[src/rtl/store_buffer_pkg.sv]
// Shared types and helpers for the coalescing store buffer.
// Module parameters of coalescing_store_buffer default to these values and must stay in step with them,
// because sb_entry_t is sized here.
package store_buffer_pkg;

  localparam int unsigned SB_DEPTH      = 8;
  localparam int unsigned SB_ADDR_WIDTH = 32;
  localparam int unsigned SB_DATA_WIDTH = 32;
  localparam int unsigned SB_MAX_MERGE  = 4;

  localparam int unsigned SB_BE_WIDTH  = SB_DATA_WIDTH / 8;
  localparam int unsigned SB_IDX_WIDTH = $clog2(SB_DEPTH);
  localparam int unsigned SB_PTR_WIDTH = SB_IDX_WIDTH + 1;
  localparam int unsigned SB_CNT_WIDTH = $clog2(SB_MAX_MERGE + 1);
  localparam int unsigned SB_OFF_WIDTH = $clog2(SB_BE_WIDTH);

  // Pointer with an extra wrap bit to tell full from empty.
  typedef logic [SB_PTR_WIDTH-1:0] sb_ptr_t;

  typedef struct packed {
    logic                     valid;
    logic                     committed;
    logic [SB_ADDR_WIDTH-1:0] address;
    logic [SB_DATA_WIDTH-1:0] data;
    logic [SB_BE_WIDTH-1:0]   be;
    logic [SB_CNT_WIDTH-1:0]  merge_cnt;
  } sb_entry_t;

  // Clears the byte-offset bits so addresses compare at word granularity.
  function automatic logic [SB_ADDR_WIDTH-1:0] word_align(input logic [SB_ADDR_WIDTH-1:0] addr);
    logic [SB_ADDR_WIDTH-1:0] mask;
    mask = ~((SB_ADDR_WIDTH'(1) << SB_OFF_WIDTH) - SB_ADDR_WIDTH'(1));
    return addr & mask;
  endfunction

endpackage

[src/rtl/store_buffer_forward_unit.sv]
// Load forwarding: per byte lane, the youngest valid entry with a matching word address and
// that lane enabled supplies the byte. Entries are scanned oldest-first starting at head,
// so later matches overwrite earlier ones.
module store_buffer_forward_unit
  import store_buffer_pkg::*;
#(
  parameter int unsigned DEPTH      = SB_DEPTH,
  parameter int unsigned ADDR_WIDTH = SB_ADDR_WIDTH,
  parameter int unsigned DATA_WIDTH = SB_DATA_WIDTH
) (
  input  sb_entry_t                 entries_i [DEPTH],
  input  logic [SB_IDX_WIDTH-1:0]   head_idx_i,
  input  logic [ADDR_WIDTH-1:0]     fwd_address_i,
  input  logic [DATA_WIDTH/8-1:0]   fwd_be_i,
  output logic [DATA_WIDTH-1:0]     fwd_data_o,
  output logic [DATA_WIDTH/8-1:0]   covered_o
);

  // Age-ordered priority select, youngest match per lane wins.
  always_comb begin
    logic [SB_IDX_WIDTH-1:0] idx;
    logic [ADDR_WIDTH-1:0]   faddr;
    fwd_data_o = '0;
    covered_o  = '0;
    idx        = '0;
    faddr      = word_align(fwd_address_i);
    for (int unsigned k = 0; k < DEPTH; k++) begin
      idx = head_idx_i + SB_IDX_WIDTH'(k);
      if (entries_i[idx].valid && (entries_i[idx].address == faddr)) begin
        for (int unsigned l = 0; l < DATA_WIDTH / 8; l++) begin
          if (entries_i[idx].be[l] && fwd_be_i[l]) begin
            fwd_data_o[8*l +: 8] = entries_i[idx].data[8*l +: 8];
            covered_o[l]         = 1'b1;
          end
        end
      end
    end
  end

endmodule

[src/rtl/coalescing_store_buffer.sv]
// Speculative store buffer: coalesces stores into the youngest uncommitted entry, drains
// only committed entries to memory, discards uncommitted ones on flush, forwards to loads.
module coalescing_store_buffer
  import store_buffer_pkg::*;
#(
  parameter int unsigned DEPTH      = SB_DEPTH,
  parameter int unsigned ADDR_WIDTH = SB_ADDR_WIDTH,
  parameter int unsigned DATA_WIDTH = SB_DATA_WIDTH,
  parameter int unsigned MAX_MERGE  = SB_MAX_MERGE
) (
  input  logic                    clk_i,
  input  logic                    rst_n_i,
  input  logic                    flush_i,
  input  logic                    push_valid_i,
  output logic                    push_ready_o,
  input  logic [ADDR_WIDTH-1:0]   push_address_i,
  input  logic [DATA_WIDTH-1:0]   push_data_i,
  input  logic [DATA_WIDTH/8-1:0] push_be_i,
  input  logic                    commit_i,
  output logic                    pull_valid_o,
  input  logic                    pull_ready_i,
  output logic [ADDR_WIDTH-1:0]   pull_address_o,
  output logic [DATA_WIDTH-1:0]   pull_data_o,
  output logic [DATA_WIDTH/8-1:0] pull_be_o,
  input  logic [ADDR_WIDTH-1:0]   fwd_address_i,
  input  logic [DATA_WIDTH/8-1:0] fwd_be_i,
  output logic [DATA_WIDTH-1:0]   fwd_data_o,
  output logic                    fwd_hit_o,
  output logic                    fwd_partial_o,
  output logic                    full_o,
  output logic                    empty_o
);

  localparam int unsigned IW = SB_IDX_WIDTH;
  localparam int unsigned CW = SB_CNT_WIDTH;

  sb_entry_t     entries_q [DEPTH];
  logic [CW-1:0] pend_q    [DEPTH];   // stores in the entry still awaiting commit_i
  sb_ptr_t       head_q, commit_q, tail_q;

  sb_ptr_t                 young_ptr;
  logic [IW-1:0]           head_idx, commit_idx, tail_idx, young_idx;
  logic [ADDR_WIDTH-1:0]   push_word;
  logic [DATA_WIDTH-1:0]   push_mask;
  logic [DATA_WIDTH/8-1:0] covered;
  logic merge_cond, push_fire, do_merge, do_alloc;
  logic do_commit, merge_on_commit, same_entry, commit_adv, pull_fire;

  assign young_ptr  = tail_q - sb_ptr_t'(1);
  assign head_idx   = head_q[IW-1:0];
  assign commit_idx = commit_q[IW-1:0];
  assign tail_idx   = tail_q[IW-1:0];
  assign young_idx  = young_ptr[IW-1:0];
  assign push_word  = word_align(push_address_i);

  assign full_o  = (head_idx == tail_idx) && (head_q[IW] != tail_q[IW]);
  assign empty_o = (head_q == tail_q);

  // Expand byte enables to a bit mask for lane-wise merging.
  always_comb begin
    push_mask = '0;
    for (int unsigned l = 0; l < DATA_WIDTH / 8; l++) begin
      push_mask[8*l +: 8] = {8{push_be_i[l]}};
    end
  end

  assign merge_cond = push_valid_i && !flush_i &&
                      entries_q[young_idx].valid && !entries_q[young_idx].committed &&
                      (entries_q[young_idx].address == push_word) &&
                      (entries_q[young_idx].merge_cnt < CW'(MAX_MERGE));

  assign push_ready_o = !flush_i && (!full_o || merge_cond);
  assign push_fire    = push_valid_i && push_ready_o;
  assign do_merge     = push_fire && merge_cond;
  assign do_alloc     = push_fire && !merge_cond;

  // A commit and a merge landing on the same entry cancel in the pending count, so the
  // freshly merged store stays speculative and the entry does not commit this cycle.
  assign do_commit       = commit_i && (commit_q != tail_q);
  assign merge_on_commit = do_merge && (young_idx == commit_idx);
  assign same_entry      = do_commit && merge_on_commit;
  assign commit_adv      = do_commit && (pend_q[commit_idx] == CW'(1)) && !merge_on_commit;

  assign pull_valid_o   = (head_q != commit_q);
  assign pull_fire      = pull_valid_o && pull_ready_i;
  assign pull_address_o = entries_q[head_idx].address;
  assign pull_data_o    = entries_q[head_idx].data;
  assign pull_be_o      = entries_q[head_idx].be;

  // Pointer and entry state update: pull, commit, merge/allocate, then flush.
  always_ff @(posedge clk_i or negedge rst_n_i) begin
    if (!rst_n_i) begin
      head_q   <= '0;
      commit_q <= '0;
      tail_q   <= '0;
      for (int unsigned i = 0; i < DEPTH; i++) begin
        entries_q[i] <= '0;
        pend_q[i]    <= '0;
      end
    end else begin
      if (pull_fire) begin
        entries_q[head_idx].valid <= 1'b0;
        head_q                    <= head_q + sb_ptr_t'(1);
      end
      if (do_commit && !same_entry) begin
        pend_q[commit_idx] <= pend_q[commit_idx] - CW'(1);
      end
      if (commit_adv) begin
        entries_q[commit_idx].committed <= 1'b1;
      end
      commit_q <= commit_q + sb_ptr_t'(commit_adv);
      if (do_merge) begin
        entries_q[young_idx].data      <= (entries_q[young_idx].data & ~push_mask) |
                                          (push_data_i & push_mask);
        entries_q[young_idx].be        <= entries_q[young_idx].be | push_be_i;
        entries_q[young_idx].merge_cnt <= entries_q[young_idx].merge_cnt + CW'(1);
        if (!same_entry) begin
          pend_q[young_idx] <= pend_q[young_idx] + CW'(1);
        end
      end
      if (do_alloc) begin
        entries_q[tail_idx] <= '{valid:     1'b1,
                                 committed: 1'b0,
                                 address:   push_word,
                                 data:      push_data_i & push_mask,
                                 be:        push_be_i,
                                 merge_cnt: CW'(1)};
        pend_q[tail_idx]    <= CW'(1);
        tail_q              <= tail_q + sb_ptr_t'(1);
      end
      if (flush_i) begin
        tail_q <= commit_q + sb_ptr_t'(commit_adv);
        for (int unsigned i = 0; i < DEPTH; i++) begin
          if (!entries_q[i].committed && !(commit_adv && (IW'(i) == commit_idx))) begin
            entries_q[i].valid <= 1'b0;
          end
        end
      end
    end
  end

  store_buffer_forward_unit #(
    .DEPTH      (DEPTH),
    .ADDR_WIDTH (ADDR_WIDTH),
    .DATA_WIDTH (DATA_WIDTH)
  ) u_fwd (
    .entries_i     (entries_q),
    .head_idx_i    (head_idx),
    .fwd_address_i (fwd_address_i),
    .fwd_be_i      (fwd_be_i),
    .fwd_data_o    (fwd_data_o),
    .covered_o     (covered)
  );

  assign fwd_hit_o     = (covered == fwd_be_i) && (fwd_be_i != '0);
  assign fwd_partial_o = (covered != '0) && !fwd_hit_o;

endmodule

[config.mk]
export PLATFORM = sky130hd
export DESIGN_NAME = coalescing_store_buffer
export DESIGN_NICKNAME = d
export VERILOG_FILES = /design/src/rtl/store_buffer_pkg.sv /design/src/rtl/store_buffer_forward_unit.sv /design/src/rtl/coalescing_store_buffer.sv
export SDC_FILE = /design/constraint.sdc
export NUM_CORES = 2
export LEC_CHECK = 0
export BUFFER_PORTS_ARGS = -buffer_cell sky130_fd_sc_hd__buf_4
export CAP_MARGIN = 20
export CORE_MARGIN = 2
export CORE_UTILIZATION = 60
export CTS_CLUSTER_SIZE = 10
export DETAILED_ROUTE_END_ITERATION = 10
export PLACE_DENSITY = 0.83
export SETUP_SLACK_MARGIN = 0.02
export SKIP_CTS_REPAIR_TIMING = 1
export SLEW_MARGIN = 20
export SYNTH_ARGS = -nofsm -noshare
export SYNTH_HDL_FRONTEND = slang
export SYNTH_SLANG_ARGS = --single-unit
[constraint.sdc]
create_clock -name clk_i -period 8 [get_ports clk_i]
set_input_delay 0.4 -clock clk_i [delete_from_list [all_inputs] [get_ports clk_i]]
set_output_delay 0.4 -clock clk_i [all_outputs]
set_load 0.02 [all_outputs]
==> impl_results.md <==
* Adder-Cell Fraction of Synth Area at 0.287%
* Area contributors post-synth: dfrtp_1, mux4_2, mux2i_1
* EDFF count, synth at 0
* Kind of critical path: reg -> out
* Global-route wire length before repair at 394,000 um
* CTS max path bufs at 3
* Crit path arrival time at 7.35 ns
* CP Launch Point: head_q[2]
* Grt total ovfl at 0
* Fin nets at 6,428
* Worst reg2reg setup slack at 1.23 ns
* Tmin final at 7.75 ns
* Routed Antenna Nets at 0
* Status: complete, but fails checks
* Top-area cell type share of the netlist area at 24.8%
* FF+latch count, synth at 604
* Cell Rows at 117
* Die area at 0.104 mm^2
* Synth Area in Compound Gates at 13.4%
* Final Max Tran Viols at 0
* Post-Synth Simple-Gate Area at 15.7%
* CTS tree: built
* RSZ-0062 raised after global routing: false
* Initial antenna violation count at 20
* Clk_skew at 0.0362 ns
* IO Count at 216
* Layout cell share with drive strength beyond 1 at 23.8%
* CTS Buf Count at 76
* Max_cap viols at 0
* Final period util at 96.9%
* Crit start category: flip-flop
* Mux contribution to synthesized area at 37.2%
* Post-synthesis sequential area ratio at 24.8%
* Mapped Cells at 6,445
* Clock Latency Late Sink at 0.71 ns
* Critical-path maximum fanout at 29
* Synth Warn # at 0
* Vias in the first global route at 56,300
* Hold Slack at -0.0299 ns
* Die H at 323 um
* Hold Path Class: in -> reg
* Worst Setup End Kind: primary output
* WP data required at 7.60 ns
* Worst Tran Pin Value at 1.26 ns
* Netlist cell types at 102
* Global Route Usage Sum at 51.9%
* DR WL/cell at 35.7 um
* Placeable core region at 0.101 mm^2
* Detail-routed via count per cell at 7.84
* Asr flop ratio synth at 100%
* Max Clk Rate at 129 MHz
* Final Instance Area at 0.0658 mm^2
* Final Setup Violations at 0
* Root buffer cell: clkbuf_16
* Syn Std Cell Area at 0.0611 mm^2
* Max H-tree Level at 3
* DP Area at 0.0634 mm^2
* TritonRoute pass-1 iters at 9
* Largest net degree at the start of global routing at 154
* Yosys top cell by area: dfrtp_1
* Syn Area/Cell at 9.47 um^2
* Max_slew headroom at 15.8%
* XOR/XNOR Fraction of Synth Area at 2.77%
* Via Count at 60,500
* Largest family of logic cells by synthesized area: multiplexers
* Initial Util at 60.3%
* Final Hold Fails at 5
* Commonest register cell after synthesis: dfrtp_1
* Die Span X at 323 um
* Residual DRC at 0
* Clock transition at path regs at 0.06 ns
* Final WL at 275,000 um
* TNS Setup at 0 ns
* DP Wirelength at 190,000 um
* GP Congestion at 1.08
* Violated checks: hold timing
* Clock tree sinks at 604
* Input/output buffers at 209
* HP Start: push_address_i[12]
* FF-to-FF Start: tail_q[1]
* Area Growth Syn to Fin at 7.79%
* 1st-iter DRT viols at 10,400
## layout by cell type (no fill, tap or decap), types with 105 or more instances in the layout
master | synthesis | final
a21oi_1 | 195 | 195
a31oi_1 | 136 | 136
buf_4 | 78 | 384
dfrtp_1 | 604 | 600
mux2_2 | 307 | 307
mux2i_1 | 645 | 645
mux4_2 | 567 | 567
nand2_1 | 1258 | 1255
nand3_1 | 129 | 129
nor2_1 | 263 | 259
o21ai_0 | 348 | 348
o22ai_1 | 105 | 105
xnor2_1 | 153 | 150
## kinds of logic after synthesis
logic type / count (synthesis)
buffers and inverters: 725
AO/OA/AOI/OAI: 1256
other: 1
adder cells (fa/ha/maj): 14
XOR/XNOR: 192
AND/OR/NAND/NOR: 2133
flip-flops: 604
multiplexers: 1520
## final cells by class
cell class / instances / area, um^2
fill: 8043 / 35500
antenna: 12 / 30.0
clock buffer: 96 / 2090
tap: 1368 / 1710
inverter: 80 / 304
timing repair buffer: 425 / 3630
clock inverter: 17 / 256
multi-input combinational: 5117 / 42700
sequential: 604 / 15100
## layer usage
layer	part of all wire [%]	global-route usage, %	up-vias
met2	41	72.0	5653
met4	6.9	27.2	25
met3	17	22.1	1359
met5	0.13	1.57	-
met1	36	68.8	29500
li1	-	-	24000
## worst paths after layout
check | end | cells after the start
max | fwd_partial_o | 15
min in group asynchronous | entries_q[570] | 2
max reg2reg | entries_q[396] | 18
min | entries_q[416] | 3
min reg2reg | entries_q[292] | 1
max in group asynchronous | entries_q[391] | 4
## worst max-delay path, cell delays in order (launching register included)
cell       delay, ns
dfrtp_4         0.73
inv_2           0.10
ha_4            0.72
buf_4           0.45
mux2_2          0.23
o22ai_1         0.07
a221oi_1        0.79
xnor2_1         0.23
nor4_1          0.11
and4_1          0.33
a32o_1          0.27
a21oi_1         0.83
nor4b_1         0.83
a2111oi_4       0.24
a41oi_1         0.44
buf_4           0.23
## stage by stage
stage          worst slack [ns]  std cells  hold WS (ns)  util (%)
2_1_floorplan              1.67       6446         0.104         -
3_3_place_gp               1.33       7585         0.472      62.5
3_5_place_dp               1.38       7587         0.481      62.5
4_1_cts                   0.626       7700        -0.246      64.9
5_1_grt                   0.223       7712       0.00244      65.0
6_report                  0.251       7719       -0.0299      65.0
## synth_stat cells (all sizes together), types with 46 or more instances
master	count
and3	61
inv	73
nor2	266
mux2	308
a31oi	136
nand3	129
nand2	1259
nor3	73
a22oi	84
dfrtp	604
buf	381
mux4	567
and2	60
mux2i	645
xnor2	154
o21ai	376
clkbuf	262
a221oi	46
a21oi	195
o22ai	105
nand4	46
## flip-flops by register name, summed over array words and instances, names as in the netlist
| name | flops |
|---|---|
| entries_q | 568 |
| pend_q | 24 |
| commit_q | 4 |
| head_q | 4 |
| tail_q | 4 |
Power is left out: the tool's default activity adds up to more than one toggle a clock period on the data nets, which glitch-free logic cannot reach.
